## src/rtl/ex_mem_stage.sv

```systemverilog
// EX->MEM pipeline boundary: 2-entry skid buffer with valid/ready handshakes.
// Resolves conditional branches from ALU flags and pulses a PC redirect.
module ex_mem_stage #(
    parameter int WIDTH     = 32,
    parameter int FLAG_SIZE = 4
) (
    input  logic                 clk,
    input  logic                 rst,
    input  logic                 in_valid,
    output logic                 in_ready,
    input  logic [WIDTH-1:0]     in_result,
    input  logic [FLAG_SIZE-1:0] in_flags,
    input  logic                 in_is_branch,
    input  logic [2:0]           in_br_funct3,
    input  logic [WIDTH-1:0]     in_target,
    input  logic [4:0]           in_rd,
    input  logic                 in_rd_we,
    input  logic                 flush,
    output logic                 out_valid,
    input  logic                 out_ready,
    output logic [WIDTH-1:0]     out_result,
    output logic [4:0]           out_rd,
    output logic                 out_rd_we,
    output logic                 out_br_taken,
    output logic                 redirect_valid,
    output logic [WIDTH-1:0]     redirect_pc
);

    typedef struct packed {
        logic [WIDTH-1:0] result;
        logic [4:0]       rd;
        logic             rd_we;
        logic             taken;
    } entry_t;

    logic             of_f, sf_f, cf_f, zf_f;
    logic             cond;
    logic             taken;
    logic             accept;
    logic             pop;
    logic [1:0]       fill;
    entry_t           new_e;

    entry_t           slot0_q, slot0_d;
    entry_t           slot1_q, slot1_d;
    logic [1:0]       count_q, count_d;
    logic             in_ready_q, in_ready_d;
    logic             redirect_valid_q, redirect_valid_d;
    logic [WIDTH-1:0] redirect_pc_q, redirect_pc_d;

    assign of_f = in_flags[3];
    assign sf_f = in_flags[2];
    assign cf_f = in_flags[1];
    assign zf_f = in_flags[0];

    // Branch condition decode from flags {OF,SF,CF,ZF}
    always_comb begin
        cond = 1'b0;
        case (in_br_funct3)
            3'b000:  cond = zf_f;
            3'b001:  cond = ~zf_f;
            3'b100:  cond = sf_f ^ of_f;
            3'b101:  cond = ~(sf_f ^ of_f);
            3'b110:  cond = cf_f;
            3'b111:  cond = ~cf_f;
            default: cond = 1'b0;
        endcase
    end

    assign taken  = in_is_branch & cond;
    assign accept = in_valid & in_ready_q;
    assign pop    = (count_q != 2'd0) & out_ready;
    assign fill   = count_q - {1'b0, pop};

    assign new_e.result = in_result;
    assign new_e.rd     = in_rd;
    assign new_e.rd_we  = in_rd_we & ~in_is_branch;
    assign new_e.taken  = taken;

    // Next-state: FIFO shift/fill, occupancy, ready and redirect pulse
    always_comb begin
        slot0_d          = slot0_q;
        slot1_d          = slot1_q;
        count_d          = count_q + {1'b0, accept} - {1'b0, pop};
        redirect_valid_d = 1'b0;
        redirect_pc_d    = redirect_pc_q;
        if (pop) begin
            slot0_d = slot1_q;
        end
        if (accept) begin
            if (fill == 2'd0) begin
                slot0_d = new_e;
            end else begin
                slot1_d = new_e;
            end
        end
        if (accept && taken) begin
            redirect_valid_d = 1'b1;
            redirect_pc_d    = in_target;
        end
        if (flush) begin
            count_d          = 2'd0;
            redirect_valid_d = 1'b0;
            redirect_pc_d    = redirect_pc_q;
        end
        in_ready_d = (count_d < 2'd2);
    end

    // State registers with synchronous reset
    always_ff @(posedge clk) begin
        if (rst) begin
            slot0_q          <= '0;
            slot1_q          <= '0;
            count_q          <= 2'd0;
            in_ready_q       <= 1'b1;
            redirect_valid_q <= 1'b0;
            redirect_pc_q    <= '0;
        end else begin
            slot0_q          <= slot0_d;
            slot1_q          <= slot1_d;
            count_q          <= count_d;
            in_ready_q       <= in_ready_d;
            redirect_valid_q <= redirect_valid_d;
            redirect_pc_q    <= redirect_pc_d;
        end
    end

    assign in_ready       = in_ready_q;
    assign out_valid      = (count_q != 2'd0);
    assign out_result     = slot0_q.result;
    assign out_rd         = slot0_q.rd;
    assign out_rd_we      = slot0_q.rd_we;
    assign out_br_taken   = slot0_q.taken;
    assign redirect_valid = redirect_valid_q;
    assign redirect_pc    = redirect_pc_q;

endmodule
```

## config.mk

```make
export PLATFORM = sky130hd
export DESIGN_NAME = ex_mem_stage
export DESIGN_NICKNAME = d
export VERILOG_FILES = /design/src/rtl/ex_mem_stage.sv
export SDC_FILE = /design/constraint.sdc
export NUM_CORES = 1
export LEC_CHECK = 0
export ABC_AREA = 0
export ABC_CLOCK_PERIOD_IN_PS = 2300
export BUFFER_PORTS_ARGS = -buffer_cell sky130_fd_sc_hd__buf_2
export CORE_UTILIZATION = 35
export DETAILED_ROUTE_END_ITERATION = 10
export PLACE_DENSITY = 0.71
export SLEW_MARGIN = 10
export SYNTH_ARGS = -nofsm -noshare
export SYNTH_HDL_FRONTEND = slang
export SYNTH_SLANG_ARGS = --single-unit
export TNS_END_PERCENT = 20
```

## constraint.sdc

```tcl
create_clock -name clk -period 2.3 [get_ports clk]
set_clock_uncertainty 0.05 [all_clocks]
set_input_delay 0.23 -clock clk [delete_from_list [all_inputs] [get_ports clk]]
set_output_delay 0.23 -clock clk [all_outputs]
set_load 0.01 [all_outputs]
```

Word-level counts from Yosys, hierarchy flattened
Index checks and enable logic that the tools add are counted.
{"block": "totals", "ff_bits": 114, "in_bits": 83, "output_inout_bits": 74}
{"block": "classes", "addsub": 3, "magnitude_cmp": 1, "eq_ne": 5, "mux": 6, "n_bitwise": 11, "reduce_logical": 7}
{"operator": "2-to-1 mux 39 bit", "n": 3}
{"operator": "equality test 3 bit (second input constant)", "n": 4}
{"operator": "inverter 1 bit", "n": 6}
{"operator": "one-hot mux 1 bit (6 select lines)", "n": 1}
{"operator": "AND 1 bit", "n": 4}
{"operator": "AND reduction 2 bit", "n": 2}
{"operator": "subtractor 2 x 1 -> 2 bit", "n": 2}
{"operator": "equality test 3 x 1 -> 1 bit (second input constant)", "n": 1}
{"operator": "logical NOT 3 bit", "n": 1}
{"operator": "adder 2 x 1 -> 2 bit", "n": 1}
{"operator": "logical NOT 2 bit", "n": 1}
{"operator": "less-than comparator 2 bit (second input constant)", "n": 1}
{"operator": "2-to-1 mux 2 bit", "n": 1}
{"operator": "nonzero test 2 bit", "n": 1}
{"operator": "OR reduction 2 bit", "n": 1}
{"operator": "logical AND 1 bit", "n": 1}
{"operator": "2-to-1 mux 1 bit", "n": 1}
{"operator": "XOR 1 bit", "n": 1}

Logic depth before layout (Yosys ltp)
Gate-level depths: netlist of the first run.
{"block": "depth", "word_depth": 6, "ltp_mapped": 10}

Worst setup path after synthesis of the first run
Ideal clock, no wire load.
{"block": "synth_timing", "kind": "flip-flop to flip-flop", "from": "register count_q[1]", "to": "register slot1_q[17] (netlist name)", "setup_time_ns": 0.070, "arrival_ns": 2.258, "path_slack_ns": -0.078, "stages_incl_launch_ff": 11, "n_path_buf": 3, "period_less_slack_ns": 2.378, "cell_sequence": "dfxtp_1 -> o21ai_0 -> inv_1 -> clkbuf_1 -> ha_1 -> xnor2_1 -> a21o_1 -> clkbuf_1 -> buf_1 -> nand2_1 -> a21oi_1"}
{"block": "synth_via", "elab_chain_cells": 6}
{"element": "from (decl)", "line_no": "46", "rtl": "logic [1:0] count_q, count_d;"}
{"element": "from (signal assigned)", "line_no": "121", "rtl": "count_q <= count_d;"}
{"element": "nonzero test 2 bit", "line_no": "72", "rtl": "assign pop = (count_q != 2'd0) & out_ready;"}
{"element": "AND 1 bit", "line_no": "72"}
{"element": "subtractor 2 x 1 -> 2 bit (*)", "line_no": "73", "rtl": "assign fill = count_q - {1'b0, pop};"}
{"element": "logical NOT 2 bit (*)", "line_no": "91", "rtl": "if (fill == 2'd0) begin"}
{"element": "inverter 1 bit (no source line) (*)"}
{"element": "AND reduction 2 bit (no source line) (*)"}
{"element": "to (signal assigned)", "line_no": "120", "rtl": "slot1_q <= slot1_d;"}
{"element": "to (decl)", "line_no": "45", "rtl": "entry_t slot1_q, slot1_d;"}
Every way passes the cells marked *; elsewhere a longest branch is shown, timed or not.
A chain may end at the register's enable or synchronous reset.

Final worst setup path of the first run
{"block": "layout_timing", "from": "register count_q[1]", "to": "register slot0_q (netlist bit out_result[25])"}
{"block": "layout_via", "elab_chain_cells": 6, "word_cells_on_any_way": 7, "classes_between": "add/sub: 1; mux: 3; bitwise: 1; reduce/logical: 2"}
{"element": "nonzero test 2 bit", "line_no": "72"}
{"element": "AND 1 bit", "line_no": "72"}
{"element": "subtractor 2 x 1 -> 2 bit", "line_no": "73"}
{"element": "logical NOT 2 bit", "line_no": "91"}
{"element": "2-to-1 mux 39 bit", "line_no": "91"}
{"element": "2-to-1 mux 39 bit (*)", "line_no": "90", "rtl": "if (accept) begin"}
{"element": "to (signal assigned)", "line_no": "119", "rtl": "slot0_q <= slot0_d;"}
{"element": "to (decl)", "line_no": "44", "rtl": "entry_t slot0_q, slot0_d;"}
Marked as above.

==> metrics.md, run 1 <==
| Metric | Value |
|---|---|
| Worst vdd ir | `0.465 mV` |
| ANT cells | `0` |
| Crit-path max FO | `28` |
| Critical path buffers and inverters | `2` |
| CP startpoint kind | `flip-flop` |
| Simple-Gate Fraction of Synth Area | `0.254` |
| R2R Setup Slk | `260 ps` |
| Min-delay src | `in_result[12]` |
| Drt drc | `0` |
| CTS Root Cell | `clkbuf_16` |
| Synth Area in XOR/XNOR | `0.0103` |
| Worst Setup End Kind | `flip-flop` |
| Inst Count DP | `862` |
| Clk buf depth | `2` |
| Port bufs | `156` |
| Die Wd | `118 um` |
| Global-route wire length before repair | `19.4 mm` |
| Drt pass-1 iters | `4` |
| Yosys top cell by area | `dfxtp_1` |
| Final setup vio count | `0` |
| Hold path endpoint | `slot1_q[19]` |
| Routed vias | `4,257` |
| Wire length per cell | `13.2 um` |
| DR iter-0 viols | `210` |
| Arr. time, crit path | `2300 ps` |
| Routed vias/inst | `4.77` |
| Worst Hold Depth | `3` |
| Row cnt | `42` |
| Min cycle time layout | `2040 ps` |
| Status | `finished, final reports clean` |
| Crit path max-delay family | `compound AO/OA/AOI/OAI gates` |
| Fin area | `6260 um^2` |
| H-tree depth | `4` |
| Final #Nets | `793` |
| Sequential fraction of the synthesis area | `0.481` |
| Kind of critical path | `reg2reg` |
| Measured slew at the worst slew-check pin | `480 ps` |
| CTS tree | `done` |
| CORE AREA | `13,200 um^2` |
| P&R area growth vs syn | `31.8%` |
| Layout cell share with drive strength beyond 1 | `0.282` |
| CP peak stage delay | `370 ps` |
| Gpl congestion | `0.718` |
| Reg2reg end | `out_result[25]` |
| FILL cells | `1,316` |
| Tot GR Track Use | `0.176` |
| Post-synthesis compound-gate area fraction | `0.124` |
| Most common cell after layout, fill and taps aside | `buf_2` |
| Mux cell area share after synthesis | `0.0695` |
| Hold Path Class | `in2reg` |
| Final wirelength | `11.8 mm` |
| Number of global-route vias before repair | `3,955` |
| Height of the chip | `118 um` |
| Initial antenna violation count | `0` |
| Multi-input gate area | `2240 um^2` |
| Non-filler cells, final | `893` |
| Total negative slack | `0 ps` |
| Clk_lat worst skew | `410 ps` |
| WP data required | `2560 ps` |
| Hold Vio Cnt, Final | `0` |
| Mapped Avg Cell Area | `8.45 um^2` |
| RSZ-0062 raised after global routing | `false` |
| Detail Route Antenna Nets | `0` |
| Post-synth top area share | `0.481` |
| Reg2Reg Depth | `7` |
| Slowest-stage cell, CP | `dfxtp_1` |
| Max-slew violations | `0` |
| Post-synthesis cell area | `4750 um^2` |
| FF/Latch Area | `2280 um^2` |
| Synth Instances | `562` |
| Total gr overflow | `0` |
| Leak | `2.65 nW` |
| Worst path cell trace | `o21ai_4 > inv_1 > ha_1 > xnor2_1 > nand4_1 > buf_4 > a311oi_1` |
| Clock buffer count from CTS | `17` |
| Hpwl dp | `7.70 mm` |
| Largest family of logic cells by synthesized area | `simple AND/OR/NAND/NOR gates` |
| Die ar. | `14,000 um^2` |
| CTS Sinks | `114` |
| Flops & latches, synth | `114` |
| Post-Syn Nets | `648` |
| Ports | `157` |
| Yosys warns | `0` |
| Dpl cell area | `5710 um^2` |
| Reg clk slew, reported paths | `50 ps` |
| Max-cap violations | `0` |
| Pwr per Cell Area | `885 nW/um^2` |
| Yosys cell types | `31` |
| Period utilization | `0.888` |
| Post-CTS resize count | `0` |
| Most frequent cells in the layout | `buf_2, nand2_1, dfxtp_1` |
| Largest cells by area after synthesis | `dfxtp_1, nand2_1, nand2b_1` |
| Initial core utilization | `0.359` |
| Max Clk Rate | `490 MHz` |
| Slew Limit Headroom | `0.680` |
| Post-Synth Adder-Cell Area | `0.00790` |
| Worst R2R Start | `count_q[1]` |
| Largest net degree at the start of global routing | `54` |
-- synthesized netlist by cell type, drive strengths merged --
library cell  count
nand2           154
dfxtp           114
nand2b           64
a21oi            43
a311oi           38
nor2             38
clkbuf           35
mux2i            33
buf               9
inv               8
ha                3
a21o              2
and2b             2
nand4             2
nor3b             2
o21ai             2
xnor2             2
a2111oi           1
and2              1
and3              1
nand3             1
nor2b             1
nor3              1
nor4              1
o21bai            1
or2               1
xnor3             1
xor2              1
-- power by group --
| part | internal, mW | switching, mW |
|---|---|---|
| clock network | 1.54 | 0.854 |
| registers | 2.16 | 0.0918 |
| logic | 0.377 | 0.520 |
| total | 4.08 | 1.47 |
-- registers in the layout (all words and copies together), names as in the netlist --
name / cells
out_rd_we: 1
out_result: 32
out_br_taken: 1
out_rd: 5
in_ready: 1
redirect_pc: 32
redirect_valid: 1
slot1_q: 39
count_q: 2
-- cell type report --
type / instances / share of cell area
clock buffers: 22 / 0.0757
clock inverters: 7 / 0.00959
inverters: 8 / 0.00480
multi-input cells: 396 / 0.358
flip-flops and latches: 114 / 0.365
well taps: 176 / 0.0352
repair buffers: 170 / 0.153
-- tightest hold or removal path, cell delays in order --
cell,delay [ps]
buf_2,100
nand2_1,50
a21oi_1,50
-- cells by family after synthesis --
logic type	count (synthesis)
multiplexers	33
flip-flops	114
buffers and inverters	52
AND/OR/NAND/NOR	269
XOR/XNOR	4
adder cells (fa/ha/maj)	3
AO/OA/AOI/OAI	87
-- worst max-delay path by stage --
stage          slack, ps            start         endpoint  cells after the start
3_3_place_gp         270  in_br_funct3[0]  redirect_pc[15]                      6
4_1_cts              250       count_q[1]   out_result[25]                      7
3_5_place_dp         260  in_br_funct3[0]   redirect_pc[1]                      6
6_report             260       count_q[1]   out_result[25]                      7
2_1_floorplan        -30       count_q[1]   out_result[12]                      9
5_1_grt               80       count_q[1]   out_result[25]                      7
-- routing by layer --
metal	vias up	part of all wire	global-route usage
met5	-	0	0
met4	0	0.016	0.0657
met3	19	0.073	0.0681
met2	144	0.44	0.275
met1	1930	0.47	0.219
li1	2164	-	-
-- per-stage QoR --
stage          setup WS (ps)  hold slack [ps]  power (mW)   util
4_1_cts                  250             1.47        5.62  0.473
3_3_place_gp             265              393        3.18  0.431
5_1_grt                 83.8             9.45        5.84  0.473
2_1_floorplan          -32.7              256        2.82      -
3_5_place_dp             262              397        3.19  0.431
6_report                 258             21.9        5.54  0.473
-- timing repair --
item / in CTS / in global routing
hold endpoints to repair: 3 / 0
hold buffers: 2 / 0
buffers inserted: 0 / 0
No activity file was read; power rests on OpenSTA's default activity.
==> run 2, diff against run 1 <==
Settings changed: CTS_BUF_LIST from default to sky130_fd_sc_hd__clkbuf_2, PLACE_DENSITY 0.71 to 0.65.
==> metrics.md, run 2 (synthesized netlist as in run 1, its figures left out) <==
| Metric | Value |
|---|---|
| Clk buf depth | `2 (unchanged)` |
| Clk_lat worst skew | `670 ps (+260 ps)` |
| Measured slew at the worst slew-check pin | `730 ps (+250 ps)` |
| Leak | `2.84 nW (+7.2%)` |
| Max Clk Rate | `441 MHz (-9.9%)` |
| Slew Limit Headroom | `0.513 (-0.167)` |
| Tot GR Track Use | `0.189 (+0.0135)` |
| Min cycle time layout | `2270 ps (+224 ps)` |
| Pwr per Cell Area | `652 nW/um^2 (-26%)` |
| Kind of critical path | `in2reg` |
| Final #Nets | `872 (+10%)` |
| Drt drc | `0 (unchanged)` |
| Most common cell after layout, fill and taps aside | `buf_2` |
| Layout cell share with drive strength beyond 1 | `0.253 (-0.0289)` |
| Routed vias | `4,642 (+9.0%)` |
| Gpl congestion | `0.721 (+0.39%)` |
| CTS tree | `done` |
| Dpl cell area | `5690 um^2 (-0.26%)` |
| CTS Root Cell | `clkbuf_2` |
| Most frequent cells in the layout | `buf_2, nand2_1, dfxtp_1` |
| CTS Sinks | `114 (unchanged)` |
| Status | `finished, final reports clean` |
| Total gr overflow | `0 (unchanged)` |
| Reg clk slew, reported paths | `160 ps (+110 ps)` |
| Hold Path Class | `in2reg` |
| Worst vdd ir | `0.411 mV (-11%)` |
| Combinational Power Share | `0.232 (+0.070)` |
| Period utilization | `0.985 (+0.0975)` |
| Max-slew violations | `0 (unchanged)` |
| Arr. time, crit path | `2830 ps (+530 ps)` |
| H-tree depth | `4 (unchanged)` |
| Crit-path max FO | `2 (-93%)` |
| ANT cells | `0 (unchanged)` |
| Max-cap violations | `0 (unchanged)` |
| Drt pass-1 iters | `4 (unchanged)` |
| Hold Vio Cnt, Final | `0 (unchanged)` |
| Detail Route Antenna Nets | `0 (unchanged)` |
| Die ar. | `14,000 um^2 (unchanged)` |
| P&R area growth vs syn | `41.2%` |
| Fin area | `6710 um^2 (+7.1%)` |
| Clk pwr share | `0.253 (-0.178)` |
| Setup Buffers After CTS | `0 (unchanged)` |
| Reg2Reg Depth | `7 (unchanged)` |
| Wire length per cell | `13.3 um (+0.55%)` |
| Hpwl dp | `7.72 mm (+0.24%)` |
| DR iter-0 viols | `153 (-27%)` |
| Worst Hold Depth | `6 (+3)` |
| Number of global-route vias before repair | `4,503 (+14%)` |
| Total negative slack | `0 ps (unchanged)` |
| Internal cell power | `3.02 mW (-26%)` |
| Worst Setup End Kind | `flip-flop` |
| Switching Share | `0.310 (+0.0456)` |
| Max reg flops | `39 (unchanged)` |
| Clock buffer count from CTS | `17 (unchanged)` |
| Port bufs | `156 (unchanged)` |
| Die Wd | `118 um (unchanged)` |
| Ports | `157 (unchanged)` |
| Largest Register | `slot1_q` |
| Hold Slack | `92.0 ps (+70.1 ps)` |
| Height of the chip | `118 um (unchanged)` |
| RSZ-0062 raised after global routing | `false` |
| Row cnt | `42 (unchanged)` |
| CP startpoint kind | `input pin` |
| Global-route wire length before repair | `21.2 mm (+9.3%)` |
| WP data required | `2870 ps (+310 ps)` |
| CORE AREA | `13,200 um^2 (unchanged)` |
| Initial core utilization | `0.359 (unchanged)` |
| Largest net degree at the start of global routing | `92 (+70%)` |
| Final wirelength | `12.9 mm (+9.8%)` |
| NetSw | `1.36 mW (-7.5%)` |
| Initial antenna violation count | `0 (unchanged)` |
| Routed vias/inst | `4.76 (-0.13%)` |
| Sequential fraction of design power | `0.515 (+0.108)` |
| Final setup vio count | `0 (unchanged)` |
==> run 2: cell types whose count changed in the layout (fill, tap and decap cells not counted), sizes merged <==
| cell | delta |
|---|---|
| clkinv | +2 |
| dlygate4sd3 | +81 |
| clkbuf | +1 |
| buf | -2 |
==> run 2: power by group through the flow <==
stage                     Clock [mW]  Combinational [mW]  Sequential (mW)
after floorplan                    0               0.480             2.34
after global placement             0               0.874             2.29
after detailed placement           0               0.898             2.29
after CTS                       1.16                1.01             2.25
after global routing            1.25                1.12             2.28
final                           1.11                1.02             2.25
==> run 2: final timing paths <==
| check | start | end | slack, ps |
|---|---|---|---|
| max | in_flags[2] | redirect_valid | 30 |
| max reg2reg | count_q[1] | out_result[3] | 190 |
| min reg2reg | slot1_q[5] | slot1_q[5] | 420 |
| min | out_ready | out_rd_we | 90 |
==> run 2: final cells by class <==
type | count | area, um^2
clock inverters | 9 | 65.1
flip-flops and latches | 114 | 2280
repair buffers | 249 | 1750
inverters | 8 | 30.0
multi-input cells | 396 | 2240
clock buffers | 23 | 115
well taps | 176 | 220
fillers | 1228 | 6540
==> run 2: through the flow <==
stage	utilization	instances	worst slack (ps)	total power [mW]
2_1_floorplan	-	562	-32.7	2.82
3_3_place_gp	0.430	860	333	3.16
3_5_place_dp	0.430	860	209	3.19
4_1_cts	0.506	975	88.2	4.43
5_1_grt	0.506	975	24.3	4.64
6_report	0.506	975	33.8	4.37
==> run 2: worst max-delay path, cell delays in order <==
cell           delay, ps
dlygate4sd3_1        520
buf_2                120
xnor3_1              360
dlygate4sd3_1        590
a21oi_2              160
nand3_1              110
nor4_1               160
dlygate4sd3_1        580
==> run 2: timing repair <==
| item | in CTS | in global routing |
|---|---|---|
| resized for setup | 0 | 1 |
| hold buffers | 83 | 0 |
| hold endpoints to repair | 114 | 0 |
| endpoints found under the setup margin | 0 | 3 |
==> run 2: per-layer routing <==
metal  share of wire  track usage  vias to the layer above  wire length, um
met5               0            0                        -                0
met4           0.018       0.0854                        0              231
met3           0.061       0.0536                       21              794
met2            0.46        0.316                      167             5980
met1            0.46        0.226                     2137             5920
li1                -            -                     2317                -
